<file path="src/rtl/param_regfile_sb.sv">
// param_regfile_sb: parametrised register file with NUM_RD combinational read
// ports, two prioritised write ports (port 1 wins on an address clash), an
// optional hardwired-zero register 0 and a per-register busy scoreboard.
//
// Optional feature macro: REGFILE_BYPASS_EN
//   defined   -> same-cycle write-to-read forwarding (port 1 over port 0);
//                the forwarded read port reports not-busy
//   undefined -> reads return stored contents; new data shows after the edge
module param_regfile_sb #(
    parameter int DATA_W   = 32,
    parameter int ADDR_W   = 5,
    parameter int NUM_RD   = 2,
    parameter int ZERO_REG = 1
) (
    input  logic                       clk,
    input  logic                       reset,
    input  logic [NUM_RD*ADDR_W-1:0]   rd_addr,
    output logic [NUM_RD*DATA_W-1:0]   rd_data,
    output logic [NUM_RD-1:0]          rd_busy,
    input  logic                       we0,
    input  logic [ADDR_W-1:0]          wa0,
    input  logic [DATA_W-1:0]          wd0,
    input  logic                       we1,
    input  logic [ADDR_W-1:0]          wa1,
    input  logic [DATA_W-1:0]          wd1,
    input  logic                       iss_valid,
    input  logic [ADDR_W-1:0]          iss_addr,
    output logic [ADDR_W:0]            busy_count
);

    localparam int DEPTH = 1 << ADDR_W;

    // Read-port count outside 1..4 is rejected while elaborating.
    if (NUM_RD < 1 || NUM_RD > 4) begin : g_cfg_err
        $error("param_regfile_sb: NUM_RD=%0d is outside the supported range 1..4", NUM_RD);
    end

    logic [DATA_W-1:0] mem [DEPTH];
    logic [DEPTH-1:0]  busy;
    logic [DEPTH-1:0]  busy_next;

    // Qualified enables: with a hardwired zero register, traffic to address 0
    // is discarded before it reaches storage or the scoreboard.
    logic wr0_ok;
    logic wr1_ok;
    logic iss_ok;

    assign wr0_ok = we0       && !((ZERO_REG != 0) && (wa0 == '0));
    assign wr1_ok = we1       && !((ZERO_REG != 0) && (wa1 == '0));
    assign iss_ok = iss_valid && !((ZERO_REG != 0) && (iss_addr == '0));

    function automatic logic [ADDR_W:0] popcount(input logic [DEPTH-1:0] v);
        logic [ADDR_W:0] c;
        c = '0;
        for (int i = 0; i < DEPTH; i++) begin
            c = c + {{ADDR_W{1'b0}}, v[i]};
        end
        return c;
    endfunction

    // Next scoreboard state: writes retire producers, then an issue marks the
    // new producer so that set beats clear on the same register.
    always_comb begin
        busy_next = busy;
        if (wr0_ok) begin
            busy_next[wa0] = 1'b0;
        end
        if (wr1_ok) begin
            busy_next[wa1] = 1'b0;
        end
        if (iss_ok) begin
            busy_next[iss_addr] = 1'b1;
        end
    end

    // Scoreboard and its registered population count.
    always_ff @(posedge clk) begin
        if (reset) begin
            busy       <= '0;
            busy_count <= '0;
        end else begin
            busy       <= busy_next;
            busy_count <= popcount(busy_next);
        end
    end

    // Register storage; port 1 is applied last so it wins an address clash.
    always_ff @(posedge clk) begin
        if (reset) begin
            for (int i = 0; i < DEPTH; i++) begin
                mem[i] <= '0;
            end
        end else begin
            if (wr0_ok) begin
                mem[wa0] <= wd0;
            end
            if (wr1_ok) begin
                mem[wa1] <= wd1;
            end
        end
    end

    for (genvar k = 0; k < NUM_RD; k++) begin : g_rd
        logic [ADDR_W-1:0] addr;
        logic [DATA_W-1:0] data;
        logic              bsy;

        assign addr = rd_addr[k*ADDR_W +: ADDR_W];

        // Combinational read with zero-register masking and optional forwarding.
        always_comb begin
            if ((ZERO_REG != 0) && (addr == '0)) begin
                data = '0;
            end else begin
                data = mem[addr];
            end
            bsy = busy[addr];
`ifdef REGFILE_BYPASS_EN
            if (wr0_ok && (wa0 == addr)) begin
                data = wd0;
                bsy  = 1'b0;
            end
            if (wr1_ok && (wa1 == addr)) begin
                data = wd1;
                bsy  = 1'b0;
            end
`endif
        end

        assign rd_data[k*DATA_W +: DATA_W] = data;
        assign rd_busy[k]                  = bsy;
    end

endmodule

</file>
<file path="config.mk">
export PLATFORM = sky130hd
export DESIGN_NAME = param_regfile_sb
export DESIGN_NICKNAME = d
export VERILOG_FILES = /design/src/rtl/param_regfile_sb.sv
export SDC_FILE = /design/constraint.sdc
export NUM_CORES = 2
export LEC_CHECK = 0
export BUFFER_PORTS_ARGS = -buffer_cell sky130_fd_sc_hd__buf_2
export CORE_MARGIN = 8
export CORE_UTILIZATION = 45
export DETAILED_ROUTE_END_ITERATION = 6
export HOLD_SLACK_MARGIN = 0.1
export PLACE_DENSITY_LB_ADDON = 0.08
export SLEW_MARGIN = 20
export SYNTH_ARGS = -nofsm -noshare
export SYNTH_HDL_FRONTEND = slang
export SYNTH_SLANG_ARGS = --single-unit
</file>
<file path="constraint.sdc">
create_clock -name clk -period 9.7 [get_ports clk]
set_clock_uncertainty 0.15 [all_clocks]
set_input_delay 1.94 -clock clk [delete_from_list [all_inputs] [get_ports clk]]
set_output_delay 1.94 -clock clk [all_outputs]
set_load 0.02 [all_outputs]
</file>
==> results.yml <==
outcome:
  status: "complete, no violations"
cells_and_area:
  syn_to_final_growth_pct: 10.8
  drive_above_1_share: 0.274
  fin_area_sq_um: 67700
  ff_latch_area_sq_um: 31500
  final_cells: 5921
  final_cell_mix: "edfxtp_1 (1024), a22o_1 (999), mux4_2 (468), buf_2 (158), buf_4 (149)"
  utilization: 0.501
  final_common_cell: "edfxtp_1"
  multi_input_area_sq_um: 27500
  nets: 4164
  fillCellCount: 11500
timing:
  slew_headroom: 0.234
  timing.final.crit_period_ps: 7560
  rsz0062_at_grt: "no"
  hold_viol_final: 0
  fmax_ghz: 0.132
  worstMarginPinSlew_ps: 1150
  min_period_over_period: 0.779
  tns_ps: 0
  slew_viol_final: 0
  setup_viol: 0
clock_network:
  clkSinkCount: 1062
  cts_root_buf: "clkbuf_16"
  cts_buffers: 130
  htreeDepth: 4
  postCtsHoldBufs: 0
  clockBufferDepth: 3
  cts_tree: "done"
  post_cts_resize_count: 0
  insertion_delay_ps: 770
  path_clk_slew_ps: 60
  postCtsSetupBuffers: 0
synth:
  ys_warn_count: 0
  mappedNetlistArea_sq_um: 61100
  synth_cell_types: 51
  ys_ff_latch: 1062
  async_flop_share: 0
  ys_top_cells_by_area: "edfxtp_1 (50%), mux4_2 (17%), a22o_1 (14%)"
  synth_edf_count: 1024
  synth_area_per_cell_sq_um: 14.6
  yosysTopAreaCellShare: 0.503
  yosys.area.top_type: "edfxtp_1"
  synth_cells: 4177
  synthFlopType: "edfxtp_1"
  yosysSeqAreaShare: 0.516
setup_path:
  crit_path_start: "wa1[0]"
  r2r_end: "busy_count[4]"
  r2r.worst_path.cells: 17
  cp-end-kind: "flip-flop"
  crit_end: "busy_count[4]"
  start_kind: "input pin"
  crit_fanout: 10
  r2r_setup_slack_ps: 4310
  path_class: "input pin to flip-flop"
  crit_required_ps: 10180
  timing.rr.start: "busy[27]"
  crit_arrival_ps: 8040
detailed_routing:
  drtPass1Iterations: 6
  vias_per_cell: 7.69
  routedWlPerCell_microns: 44.8
  vias: 45500
  drt_iter0_drc: 6677
  routed_wl_microns: 265000
  ant_nets: 0
  drc: 0
global_route:
  grt_max_degree: 127
  grt_usage: 0.352
  grt_pass1_vias: 45100
  grt_pass1_wl_microns: 365000
  antenna_found_initial: 14
  overflow: 0
placed_design:
  placed_area_sq_um: 63500
  hpwl_microns: 148000
  place_inst: 5688
  numPortBuffers: 165
  gp_congestion: 0.885
die:
  ios: 166
  initial_core_util: 0.452
  die_w_microns: 385
  die_h_microns: 385
  dieArea_sq_um: 148000
  coreArea_sq_um: 135000
  fp-row-count: 135
pwr:
  ir_drop_mv: 0.191
  leakage_nw: 22.8
  p_per_area_nw_per_um2: 176
job:
  max_cap_violations: 0
worst_hold_path:
  hp-class: "flip-flop to flip-flop"
area by class of cell:
class,count,share of cell area
multi-input combinational,2494,0.407
tap,1781,0.0329
clock buffer,165,0.0533
timing repair buffer,321,0.0317
antenna,4,0.000148
clock inverter,64,0.00795
inverter,30,0.00174
sequential,1062,0.466
flip-flops by register name, indices dropped and copies added (netlist names):
register / count
busy_count: 6
busy: 32
mem: 1024
through the flow:
stage                     setup WS, ps  total power [mW]  hold slack [ps]
after global placement            1470              7.10              378
after detailed placement          1470              7.12              386
after CTS                         2260              11.9              395
after floorplan                   2330              6.49              317
final                             2140              11.9              406
after global routing              1950              12.2              411
routing by layer:
metal	wire length, microns	global-route usage	up-vias
met2	118000	0.529	3534
met4	15900	0.184	4
met3	32500	0.0927	791
met5	27	0	-
met1	99200	0.471	23800
li1	-	-	17400
worst max-delay path, stage by stage:
cell      delay, ps
buf_2           100
nor2b_1         780
nand2_1         340
a32oi_1         400
fa_1            510
fa_1            620
inv_1            80
fa_1            520
inv_1            60
fa_1            550
fa_1            430
fa_1            440
inv_1            70
ha_1            170
inv_1            70
fa_1            430
nor2b_1         160
o21ai_0         100
a21boi_0        190
nor3_1           70
worst min path at each step:
stage                     startpoint       end  slack, ps  cells past startpoint
after floorplan              busy[0]   busy[0]        320                      1
after global placement      busy[13]  busy[13]        380                      2
after detailed placement    busy[13]  busy[13]        390                      2
after CTS                   busy[13]  busy[13]        390                      2
after global routing        busy[13]  busy[13]        410                      2
final                       busy[13]  busy[13]        410                      2
Yosys cell counts, types with 8 or more instances:
cell type / number
mux4_2: 468
nand2_1: 90
nor3b_2: 9
o2111ai_1: 15
a22o_1: 999
o21ai_0: 108
buf_4: 10
nand3_1: 8
edfxtp_1: 1024
a211oi_1: 64
clkbuf_1: 437
a311oi_1: 64
nand2b_1: 17
a32oi_1: 16
a221oi_1: 49
nor2_1: 64
inv_1: 30
nor2b_1: 89
fa_1: 24
nand3b_1: 17
nor3b_1: 25
mux2i_1: 128
buf_2: 170
a22oi_1: 79
dfxtp_1: 38
mux2_2: 66
kinds of logic after synthesis:
logic type,after synthesis,share of synthesized area
compound gates,1412,0.192
flops,1062,0.516
mux,662,0.206
buf+inv,652,0.0441
simple gates,356,0.0331
fa+ha+maj,31,0.00929
other cells,1,0.0000614
xor+xnor,1,0.000143
power breakdown:
group | switching (mW) | internal, mW
registers | 0.133 | 5.32
logic | 1.02 | 0.582
clock network | 2.02 | 2.86
total | 3.17 | 8.76
(Power assumes the default switching activity.)
